### src/rtl/fetch_pkg.sv
// ---------------------------------------------------------------------------
// fetch_pkg
// Shared definitions for the fetch redirect logic and its neighbours.
//   fetch_state_e    : fetch control FSM encoding (2 bits)
//   PC_INC           : sequential fetch stride
//   DELAY_SLOT_OFF   : offset used by the predictor's not-taken recovery target
//   next_seq_pc()    : sequential successor of a fetch PC (wraps modulo 2^32)
//   not_taken_target(): recovery PC for a branch resolved not-taken
// ---------------------------------------------------------------------------
package fetch_pkg;

    typedef enum logic [1:0] {
        S_BOOT   = 2'd0,
        S_RUN    = 2'd1,
        S_SQUASH = 2'd2,
        S_HOLD   = 2'd3
    } fetch_state_e;

    localparam logic [31:0] PC_INC         = 32'd4;
    localparam logic [31:0] DELAY_SLOT_OFF = 32'd8;

    // Plain 32-bit addition; carry out is dropped so 32'hFFFF_FFFC wraps to 0.
    function automatic logic [31:0] next_seq_pc(input logic [31:0] pc);
        return pc + PC_INC;
    endfunction

    function automatic logic [31:0] not_taken_target(input logic [31:0] pc);
        return pc + DELAY_SLOT_OFF;
    endfunction

endpackage

### src/rtl/sat_counter.sv
// ---------------------------------------------------------------------------
// sat_counter
// CNT_W-bit up counter that sticks at all-ones instead of wrapping.
//   clk   in  : clock, rising edge
//   clr   in  : synchronous clear, dominates inc
//   inc   in  : count request for this cycle
//   count out : registered count value
// ---------------------------------------------------------------------------
module sat_counter #(
    parameter int CNT_W = 32
) (
    input  logic             clk,
    input  logic             clr,
    input  logic             inc,
    output logic [CNT_W-1:0] count
);

    localparam logic [CNT_W-1:0] CNT_MAX = {CNT_W{1'b1}};
    localparam logic [CNT_W-1:0] CNT_ONE = {{(CNT_W-1){1'b0}}, 1'b1};

    logic [CNT_W-1:0] count_q;
    logic [CNT_W-1:0] count_d;

    // Next count: clear first, then increment only while below the ceiling.
    always_comb begin
        count_d = count_q;
        if (clr) begin
            count_d = {CNT_W{1'b0}};
        end else if (inc && (count_q != CNT_MAX)) begin
            count_d = count_q + CNT_ONE;
        end else begin
            count_d = count_q;
        end
    end

    // Count register.
    always_ff @(posedge clk) begin
        count_q <= count_d;
    end

    assign count = count_q;

endmodule

### src/rtl/fetch_redirect_unit.sv
// ---------------------------------------------------------------------------
// fetch_redirect_unit
// Owns the fetch PC, steers it from the branch predictor's redirect request,
// carries each fetched PC and its predicted direction into the IF/ID slot and
// reflects decoder branch resolution back to the predictor.
//
// Ports
//   CLK, RESET               : clock; synchronous active-high reset
//   STALL                    : freeze PC, IF/ID slot and FSM
//   take_Branch_IN / take_Alt_PC_IN : predictor redirect request and target
//   FLUSH_IN                 : predictor mispredict flag (squash next ID slot)
//   dec_is_Branch_IN / dec_is_Taken_IN / dec_Target_IN : decoder resolution
//   Instr_PC_OUT_IF          : current fetch PC
//   Instr_PC_OUT_ID          : PC held in the IF/ID slot
//   ID_Valid_OUT             : IF/ID slot holds a live instruction
//   is_Branch_OUT_ID / is_Taken_OUT_ID / Alt_PC_OUT_ID : gated resolution
//   Branch_Count_OUT / Mispred_Count_OUT : saturating statistics
// ---------------------------------------------------------------------------
module fetch_redirect_unit
    import fetch_pkg::*;
#(
    parameter logic [31:0] RESET_PC = 32'h0000_0000,
    parameter int          CNT_W    = 32
) (
    input  logic             CLK,
    input  logic             RESET,
    input  logic             STALL,
    input  logic             take_Branch_IN,
    input  logic [31:0]      take_Alt_PC_IN,
    input  logic             FLUSH_IN,
    input  logic             dec_is_Branch_IN,
    input  logic             dec_is_Taken_IN,
    input  logic [31:0]      dec_Target_IN,
    output logic [31:0]      Instr_PC_OUT_IF,
    output logic [31:0]      Instr_PC_OUT_ID,
    output logic             ID_Valid_OUT,
    output logic             is_Branch_OUT_ID,
    output logic             is_Taken_OUT_ID,
    output logic [31:0]      Alt_PC_OUT_ID,
    output logic [CNT_W-1:0] Branch_Count_OUT,
    output logic [CNT_W-1:0] Mispred_Count_OUT
);

    logic [31:0]  pc_q;
    logic [31:0]  pc_d;
    logic [31:0]  id_pc_q;
    logic [31:0]  id_pc_d;
    logic         id_valid_q;
    logic         id_valid_d;
    logic         pred_q;
    logic         pred_d;
    fetch_state_e state_q;
    fetch_state_e state_d;

    logic         id_branch_s;
    logic         count_en_s;
    logic         mispred_s;

    // ID-side view: everything drops to 0 while the slot is empty so the
    // predictor sees clean edges on is_Taken between live branches.
    always_comb begin
        id_branch_s = id_valid_q & dec_is_Branch_IN;
        if (id_branch_s) begin
            is_Taken_OUT_ID = dec_is_Taken_IN;
            Alt_PC_OUT_ID   = dec_Target_IN;
        end else begin
            is_Taken_OUT_ID = 1'b0;
            Alt_PC_OUT_ID   = 32'h0000_0000;
        end
    end

    assign is_Branch_OUT_ID = id_branch_s;
    assign Instr_PC_OUT_IF  = pc_q;
    assign Instr_PC_OUT_ID  = id_pc_q;
    assign ID_Valid_OUT     = id_valid_q;

    // PC steering and IF/ID advance. Redirect requests (and flushes) are
    // ignored entirely while stalled. The boot bubble is the invalid slot
    // loaded by reset; the instruction fetched at RESET_PC enters ID live.
    always_comb begin
        pc_d       = pc_q;
        id_pc_d    = id_pc_q;
        id_valid_d = id_valid_q;
        pred_d     = pred_q;
        if (STALL) begin
            pc_d       = pc_q;
            id_pc_d    = id_pc_q;
            id_valid_d = id_valid_q;
            pred_d     = pred_q;
        end else begin
            if (take_Branch_IN) begin
                pc_d = take_Alt_PC_IN;
            end else begin
                pc_d = next_seq_pc(pc_q);
            end
            id_pc_d = pc_q;
            // A flush redirect is a recovery, not a prediction of this slot.
            pred_d  = take_Branch_IN & ~FLUSH_IN;
            if (FLUSH_IN) begin
                id_valid_d = 1'b0;
            end else begin
                id_valid_d = 1'b1;
            end
        end
    end

    // Fetch control FSM next state. S_SQUASH marks the cycle whose ID slot is
    // the flush bubble; a further flush there simply re-enters S_SQUASH.
    // Leaving S_HOLD behaves like the running state it froze: the pending
    // slot (live or bubble) advances on release, so S_RUN is the next state
    // unless a new flush arrives on that same edge.
    always_comb begin
        state_d = state_q;
        case (state_q)
            S_BOOT: begin
                if (STALL) begin
                    state_d = S_BOOT;
                end else begin
                    state_d = S_RUN;
                end
            end
            S_RUN, S_SQUASH, S_HOLD: begin
                if (STALL) begin
                    state_d = S_HOLD;
                end else if (FLUSH_IN) begin
                    state_d = S_SQUASH;
                end else begin
                    state_d = S_RUN;
                end
            end
            default: begin
                state_d = S_BOOT;
            end
        endcase
    end

    // State registers; reset dominates STALL and FLUSH_IN.
    always_ff @(posedge CLK) begin
        if (RESET) begin
            pc_q       <= RESET_PC;
            id_pc_q    <= 32'h0000_0000;
            id_valid_q <= 1'b0;
            pred_q     <= 1'b0;
            state_q    <= S_BOOT;
        end else begin
            pc_q       <= pc_d;
            id_pc_q    <= id_pc_d;
            id_valid_q <= id_valid_d;
            pred_q     <= pred_d;
            state_q    <= state_d;
        end
    end

    // Statistics only move on cycles where the ID slot actually retires.
    always_comb begin
        count_en_s = ~STALL & id_branch_s;
        mispred_s  = count_en_s & (pred_q != dec_is_Taken_IN);
    end

    sat_counter #(
        .CNT_W (CNT_W)
    ) u_branch_cnt (
        .clk   (CLK),
        .clr   (RESET),
        .inc   (count_en_s),
        .count (Branch_Count_OUT)
    );

    sat_counter #(
        .CNT_W (CNT_W)
    ) u_mispred_cnt (
        .clk   (CLK),
        .clr   (RESET),
        .inc   (mispred_s),
        .count (Mispred_Count_OUT)
    );

endmodule

### config.mk
export PLATFORM = sky130hd
export DESIGN_NAME = fetch_redirect_unit
export DESIGN_NICKNAME = d
export VERILOG_FILES = /design/src/rtl/fetch_pkg.sv /design/src/rtl/sat_counter.sv /design/src/rtl/fetch_redirect_unit.sv
export SDC_FILE = /design/constraint.sdc
export NUM_CORES = 1
export LEC_CHECK = 0
export ABC_AREA = 1
export CORE_MARGIN = 2
export CORE_UTILIZATION = 50
export CTS_CLUSTER_DIAMETER = 60
export DETAILED_ROUTE_END_ITERATION = 6
export GPL_TIMING_DRIVEN = 1
export PLACE_DENSITY = 0.93
export SYNTH_ARGS = -nofsm -noshare
export SYNTH_HDL_FRONTEND = slang
export SYNTH_SLANG_ARGS = --single-unit
### constraint.sdc
create_clock -name CLK -period 4.8 [get_ports CLK]
set_clock_uncertainty 0.05 [all_clocks]
set_input_delay 0.96 -clock CLK [delete_from_list [all_inputs] [get_ports CLK]]
set_output_delay 0.96 -clock CLK [all_outputs]
set_load 0.02 [all_outputs]
==> results of run 1 <==
-- worst max-delay path, stage by stage --
cell	delay, ns
clkdlybuf4s50_1	0.47
nand2_2	0.33
nor2_1	0.23
clkdlybuf4s50_1	0.64
-- flip-flops by register name, indices dropped and copies added (netlist names) --
register	cells
ID_Valid_OUT	1
Instr_PC_OUT_ID	32
Instr_PC_OUT_IF	32
pred_q	1
u_branch_cnt.count	32
u_mispred_cnt.count	32
-- synthesized netlist by cell type, drive strengths merged, types with 4 or more instances --
cell and n:
nor3 4, xor2 27, o21ai 71, a21oi 118, buf 13, dfxtp 130
clkbuf 33, nor2 239, nand3 61, inv 114, nand4 10, xnor2 15
nand2 394
-- cell families (layout without fill, tap and decap cells) --
group | Yosys count | after routing | share of synthesized area (%)
compound gates | 195 | 195 | 13.80
xor+xnor | 42 | 42 | 4.772
fa+ha+maj | 3 | 3 | 0.4870
buf+inv | 160 | 383 | 8.797
flops | 130 | 130 | 33.76
simple gates | 715 | 715 | 38.39
-- final timing paths --
path                       from                     end  slack [ns]  cells past startpoint
min reg2reg  Instr_PC_OUT_ID[3]      Instr_PC_OUT_ID[3]        0.43                      2
max            dec_is_Branch_IN       Alt_PC_OUT_ID[27]        1.15                      4
max reg2reg        ID_Valid_OUT  u_branch_cnt.count[12]        2.46                      8
min          Instr_PC_OUT_ID[3]      Instr_PC_OUT_ID[3]        0.43                      2
-- through the flow --
| stage | cell area [µm²] | hold slack, ns | setup slack (ns) | util [%] | power, mW |
|---|---|---|---|---|---|
| finish | 10700 | 0.4293 | 1.151 | 70.66 | 2.952 |
| floorplan | 7709 | 0.4078 | 2.236 | - | 1.355 |
| global placement | 10050 | 0.4127 | 1.253 | 66.36 | 1.532 |
| global route | 10700 | 0.4497 | 1.056 | 70.66 | 3.048 |
| CTS | 10700 | 0.4348 | 1.149 | 70.66 | 2.962 |
| detailed placement | 10050 | 0.4208 | 1.148 | 66.36 | 1.538 |
-- cell type report --
cell class                      instances  area, µm²
Fill cell                            1217       4444
Multi-Input combinational cell        955       4428
Sequential cell                       130       2603
Timing Repair Buffer                  237       2357
Clock buffer                           18      439.2
Inverter                              114      427.9
Tap cell                              188      235.2
Clock inverter                         14      211.5
-- power groups by stage --
stage	registers (mW)	logic, mW	clock network [mW]
floorplan	1.22	0.137	0
global placement	1.18	0.352	0
detailed placement	1.18	0.357	0
CTS	1.16	0.359	1.44
global route	1.16	0.388	1.50
finish	1.16	0.359	1.43
-- per-layer routing --
metal,vias to the layer above,share of wire [%]
li1,4349,-
met4,0,1.8
met3,42,8.2
met1,3991,41
met2,349,49
met5,-,0
==> impl_metrics.tcl, run 1 <==
set metrics [dict create \
    status "finished, final reports clean" \
    dr.pass1.iters 5 \
    p_sw_mw 0.7336 \
    setup_viol_count_final 0 \
    place_inst 1624 \
    final_cell_count_no_fill 1656 \
    syn_to_final_growth_pct 38.82 \
    cp_data_arrival_time_ns 2.64 \
    cts_tree "yes" \
    hpwl_um 17000 \
    drt_wl_total_um 24100 \
    p_sw_share_pct 24.86 \
    drt-vias-per-instance 5.272 \
    layout-drive-gt1-share_pct 6.471 \
    path_max_fanout 34 \
    core-area_mm2 0.01515 \
    fp.dieW_um 128.2 \
    ys_seq_elements 130 \
    required_ns 3.79 \
    gp_congestion 0.9165 \
    fin_crit_sh_pct 76.02 \
    maxSlewHeadroom_pct 24.00 \
    grt_max_degree 84 \
    max_freq_ghz 0.2740 \
    io_buffer_count 233 \
    start_util_pct 50.90 \
    cts_hold_buf 0 \
    cts.clk_slew.worst_paths_ns 0.06 \
    synth_cell_type_count 34 \
    drtIter0Drc 904 \
    htreeDepth 4 \
    hold_class "reg -> reg" \
    top_usage_layer "met2" \
    synth_area_leaders "dfxtp_1, nand2_1, nor2_1" \
    use_met2_pct 48.85 \
    yosysWarnings 0 \
    grt_use_met1_pct 35.61 \
    pwr-share-clk_pct 48.6 \
    peakVddDrop_v 0.0002579 \
    power_density_mw_per_mm2 275.8 \
    grt.overflow.total 0 \
    leakagePower_nw 3.995 \
    synth_area_leader_cell "dfxtp_1" \
    hold_violations 0 \
    netlist_area_mm2 0.007709 \
    drc 0 \
    share_seq_of_total_power_pct 39.3 \
    ys_seq_area_share_pct 33.76 \
    critPathLaunchType "primary input" \
    die_h_um 128.2 \
    maxSlewViolCount 0 \
    min_period_ns 3.649 \
    cts.sinks 130 \
    drv_cap 0 \
    fp-row-count 45 \
    ios 234 \
    setup_tns_ns 0 \
    cts_buffers 17 \
    met3_usage_pct 9.224 \
    final_common_cell "nand2_1" \
    max_slew.worst_pin.slew_ns 1.140 \
    path_class "in -> out" \
    final_cell_mix "nand2_1, clkdlybuf4s50_1, nor2_1" \
    p_int_mw 2.218 \
    grt_pass1_wl_um 39090 \
    rsz0062_at_grt "false" \
    post_cts_resized 0 \
    ant_nets 0 \
    antenna_found_initial 0 \
    synth_top_flop_cell "dfxtp_1" \
    via_count 8731 \
    cts_setup_buffers 0 \
    async_flop_share_pct 0 \
    synth-edff-count 0 \
    fin_nets 1529 \
    grtUsageTotal_pct 29.15 \
    grt_pass1_vias 8170 \
    syn_avg_cell_area_um2 6.192 \
    clock_latency_ns 0.42 \
    syn-num-nets 1319 \
    share_comb_of_total_power_pct 12.2 \
    wire_per_inst_um 14.56 \
    antenna_cells 0 \
    dieArea_mm2 0.01643 \
    root_buffer "clkbuf_16" \
    syn_inst 1245 \
    synth.top_cell.area_share_pct 33.76 \
    cp-end-kind "output port" \
    cts_buffer_depth 2 \
]
(Power assumes the default switching activity.)
==> run 2: changes to the inputs <==
Settings changed: CORE_UTILIZATION 50 to 48, PLACE_DENSITY 0.93 to 0.91.
Clock period 4.8 ns to 3.8 ns, I/O delays scaled along.
==> impl_metrics.tcl, run 2 (synthesized netlist as in run 1, its figures left out) <==
set metrics [dict create \
    antenna_found_initial 0 \
    final_cell_count_no_fill 1685 \
    cts_buffer_depth 2 \
    via_count 8618 \
    cts_setup_buffers 0 \
    io_buffer_count 233 \
    grt.overflow.total 0 \
    fin_nets 1531 \
    placed_area_mm2 0.01010 \
    fp.dieW_um 130.7 \
    wire_per_inst_um 13.71 \
    worst-r2r-cell-count 8 \
    drt-vias-per-instance 5.115 \
    rrSetupSlack_ns 1.51 \
    rr_endpoint "u_mispred_cnt.count[3]" \
    power_density_mw_per_mm2 327.8 \
    drtIter0Drc 684 \
    final_util_pct 67.61 \
    clock_latency_ns 0.41 \
    path_class "in -> out" \
    path_max_fanout 34 \
    fin_crit_sh_pct 84.74 \
    drv_cap 0 \
    antenna_cells 0 \
    final_common_cell "nand2_1" \
    fillers 1314 \
    hold_path_depth 2 \
    syn_to_final_growth_pct 38.32 \
    dieArea_mm2 0.01709 \
    worstHoldStart "Instr_PC_OUT_ID[16]" \
    holdPathEnd "Instr_PC_OUT_ID[16]" \
    ant_nets 0 \
    core-area_mm2 0.01577 \
    ios 234 \
    dp_slack_ns 0.5660 \
    finalWorstSetupSlack_ns 0.5799 \
    status "finished, final reports clean" \
    max_freq_ghz 0.3105 \
    drt_wl_total_um 23100 \
    post_cts_resized 0 \
    die_h_um 130.7 \
    hold_class "reg -> reg" \
    hold_violations 0 \
    critPathLaunchType "primary input" \
    setup_tns_ns 0 \
    postLayoutCellArea_mm2 0.01066 \
    cts.sinks 130 \
    cts_tree "yes" \
    cts_buffers 17 \
    grt_max_degree 84 \
    cp-startpoint "dec_is_Branch_IN" \
    max_slew.worst_pin.slew_ns 0.7479 \
    hpwl_um 16670 \
    drc 0 \
    multi_input_area_mm2 0.004428 \
    r2r-start "ID_Valid_OUT" \
    grt_pass1_wl_um 36560 \
    cp-end-kind "output port" \
    grt_pass1_vias 7741 \
    setup_viol_count_final 0 \
    cp_data_arrival_time_ns 2.41 \
    regArea_mm2 0.002603 \
    gp_congestion 0.9361 \
    grtUsageTotal_pct 26.36 \
    min_period_ns 3.220 \
    cts.clk_slew.worst_paths_ns 0.06 \
    root_buffer "clkbuf_16" \
    cts_hold_buf 0 \
    htreeDepth 4 \
    fp-row-count 46 \
    place_inst 1654 \
    finalPower_mw 3.495 \
    maxSlewViolCount 0 \
    peakVddDrop_v 0.0002960 \
    timing.hold.ws_ns 0.4278 \
    layout-drive-gt1-share_pct 6.263 \
    dr.pass1.iters 6 \
    rsz0062_at_grt "false" \
    start_util_pct 48.88 \
    maxSlewHeadroom_pct 50.07 \
    leakagePower_nw 3.960 \
    final_cell_mix "nand2_1, clkdlybuf4s50_1, nor2_1" \
    required_ns 2.99 \
]
run 2: changes by cell type in the layout (fill, tap and decap cells not counted):
cell | previous run | this run
buf_4 | 4 | 6
clkinv_4 | 3 | 1
inv_6 | 0 | 1
clkinv_2 | 4 | 3
clkbuf_1 | 0 | 4
bufinv_16 | 5 | 2
run 2: area by class of cell:
cell class	count	share of cell area, %
multi-input combinational	955	41.53
sequential	130	24.41
timing repair buffer	239	22.25
clock buffer	22	4.260
inverter	114	4.013
tap	216	2.535
clock inverter	9	1.009
run 2: how the worst max path moves through the flow:
stage / end / slack [ns]
finish: Alt_PC_OUT_ID[14] / 0.58
detailed placement: Alt_PC_OUT_ID[14] / 0.57
floorplan: Alt_PC_OUT_ID[10] / 1.64
global placement: is_Branch_OUT_ID / 0.66
CTS: Alt_PC_OUT_ID[14] / 0.57
global route: Alt_PC_OUT_ID[31] / 0.46
run 2: routing by layer:
| metal | global-route usage [%] | vias to the layer above | wire, µm |
|---|---|---|---|
| met5 | 0 | - | 0 |
| met4 | 8.886 | 0 | 414 |
| met3 | 7.410 | 39 | 2046 |
| met2 | 43.87 | 363 | 11230 |
| met1 | 32.97 | 3877 | 9407 |
| li1 | - | 4339 | - |
run 2: worst max-delay path, cell delays in order:
cell and delay [ns]:
clkdlybuf4s50_1 0.47, nand2_2 0.31, nor2_1 0.22, clkdlybuf4s50_1 0.64
run 2: where the power goes:
part | internal (mW) | switching, mW | leakage [nW]
Combinational | 0.212 | 0.239 | 2.63
Sequential | 1.41 | 0.0518 | 1.06
Clock | 0.979 | 0.602 | 0.270
Total | 2.60 | 0.892 | 3.96
==> run 3: changes to the inputs <==
Clock period 3.8 ns to 2.99 ns, I/O delays scaled along.
==> impl_metrics.tcl, run 3 (synthesized netlist as in run 1, its figures left out) <==
set metrics [dict create \
    status "finished, final reports clean" \
    post_cts_resized 0 \
    die_h_um 130.7 \
    antenna_cells 0 \
    hold_violations 0 \
    fp.dieW_um 130.7 \
    htreeDepth 4 \
    cts_buffer_depth 2 \
    setup_tns_ns 0 \
    final_common_cell "nand2_1" \
    cts_buffers 17 \
    grtUsageTotal_pct 27.35 \
    cp-end-kind "output port" \
    start_util_pct 48.88 \
    fillers 1330 \
    power_density_mw_per_mm2 428.3 \
    grt_pass1_vias 7789 \
    cts_tree "yes" \
    final_cell_mix "nand2_1, clkdlybuf4s50_1, nor2_1" \
    antenna_found_initial 0 \
    drtIter0Drc 679 \
    layout-drive-gt1-share_pct 6.267 \
    drt_wl_total_um 23970 \
    placed_area_mm2 0.01011 \
    timing.hold.ws_ns 0.4277 \
    path_max_fanout 34 \
    peakVddDrop_v 0.0004790 \
    min_period_ns 2.787 \
    cp_data_arrival_time_ns 2.14 \
    cts.sinks 130 \
    cts_hold_buf 0 \
    leakagePower_nw 3.992 \
    syn_to_final_growth_pct 39.02 \
    hold_path_depth 2 \
    root_buffer "clkbuf_16" \
    share_comb_of_total_power_pct 12.6 \
    cp-startpoint "dec_is_Branch_IN" \
    dieArea_mm2 0.01709 \
    maxSlewViolCount 0 \
    hold_class "reg -> reg" \
    regArea_mm2 0.002603 \
    r2r-start "u_mispred_cnt.count[0]" \
    rrSetupSlack_ns 0.70 \
    clock_latency_ns 0.42 \
    grt_pass1_wl_um 37520 \
    rsz0062_at_grt "false" \
    path_class "in -> out" \
    dr.pass1.iters 5 \
    fp-row-count 46 \
    gp_congestion 0.9466 \
    rr_endpoint "u_mispred_cnt.count[15]" \
    grt.overflow.total 0 \
    worst-r2r-cell-count 10 \
    p_sw_share_pct 24.28 \
    required_ns 2.34 \
    fin_nets 1532 \
    hpwl_um 16740 \
    pwr-share-clk_pct 46.8 \
    ant_nets 0 \
    core-area_mm2 0.01577 \
    holdPathEnd "Instr_PC_OUT_ID[11]" \
    share_seq_of_total_power_pct 40.6 \
    finalPower_mw 4.589 \
    max_slew.worst_pin.slew_ns 0.7608 \
    critPathLaunchType "primary input" \
    drc 0 \
    drv_cap 0 \
    ios 234 \
    io_buffer_count 233 \
    maxSlewHeadroom_pct 49.28 \
    wire_per_inst_um 14.24 \
    multi_input_area_mm2 0.004433 \
    postLayoutCellArea_mm2 0.01072 \
    via_count 8673 \
    final_util_pct 67.95 \
    max_freq_ghz 0.3587 \
    worstHoldStart "Instr_PC_OUT_ID[11]" \
    fin_crit_sh_pct 93.23 \
    p_sw_mw 1.114 \
    grt_max_degree 84 \
    cts_setup_buffers 0 \
    drt-vias-per-instance 5.150 \
    setup_viol_count_final 0 \
    cts.clk_slew.worst_paths_ns 0.05 \
    p_int_mw 3.475 \
]
==> run 3: power groups by stage <==
stage	logic [mW]	clock network [mW]	registers (mW)
after floorplan	0.220	0	1.96
after global placement	0.565	0	1.89
after detailed placement	0.573	0	1.90
after CTS	0.578	2.17	1.86
after global routing	0.626	2.24	1.87
final	0.579	2.15	1.86
==> run 3: layout make-up <==
| cell class | count | share of cell area (%) |
|---|---|---|
| clock buffer | 25 | 4.717 |
| clock inverter | 4 | 0.9107 |
| inverter | 114 | 3.993 |
| multi-input combinational | 955 | 41.37 |
| sequential | 130 | 24.28 |
| tap | 216 | 2.522 |
| timing repair buffer | 240 | 22.21 |
==> run 3: how the worst max path moves through the flow <==
stage,endpoint,slack [ns],depth (start not counted)
after CTS,Alt_PC_OUT_ID[12],0.04,4
after floorplan,u_mispred_cnt.count[2],1.05,11
after global placement,u_mispred_cnt.count[12],0.13,9
after detailed placement,u_mispred_cnt.count[29],0.01,9
final,Alt_PC_OUT_ID[12],0.20,4
after global routing,Alt_PC_OUT_ID[12],0.14,4
==> run 3: per-layer routing <==
| layer | part of all wire [%] | GRT usage, % | up-vias |
|---|---|---|---|
| met5 | 0 | 0 | - |
| met3 | 8.4 | 7.980 | 48 |
| met2 | 48 | 45.10 | 344 |
| li1 | - | - | 4340 |
| met1 | 41 | 34.01 | 3941 |
| met4 | 2.3 | 10.20 | 0 |
==> run 3: critical path: stages <==
cell	delay [ns]
clkdlybuf4s50_1	0.50
nand2_4	0.20
nor2_1	0.20
clkdlybuf4s50_1	0.64
==> run 3: through the flow <==
stage / setup slack (ns) / instances
after floorplan: 1.050 / 1245
after global placement: 0.1287 / 1655
after detailed placement: 0.01319 / 1655
after CTS: 0.03783 / 1684
after global routing: 0.1404 / 1684
final: 0.2025 / 1684
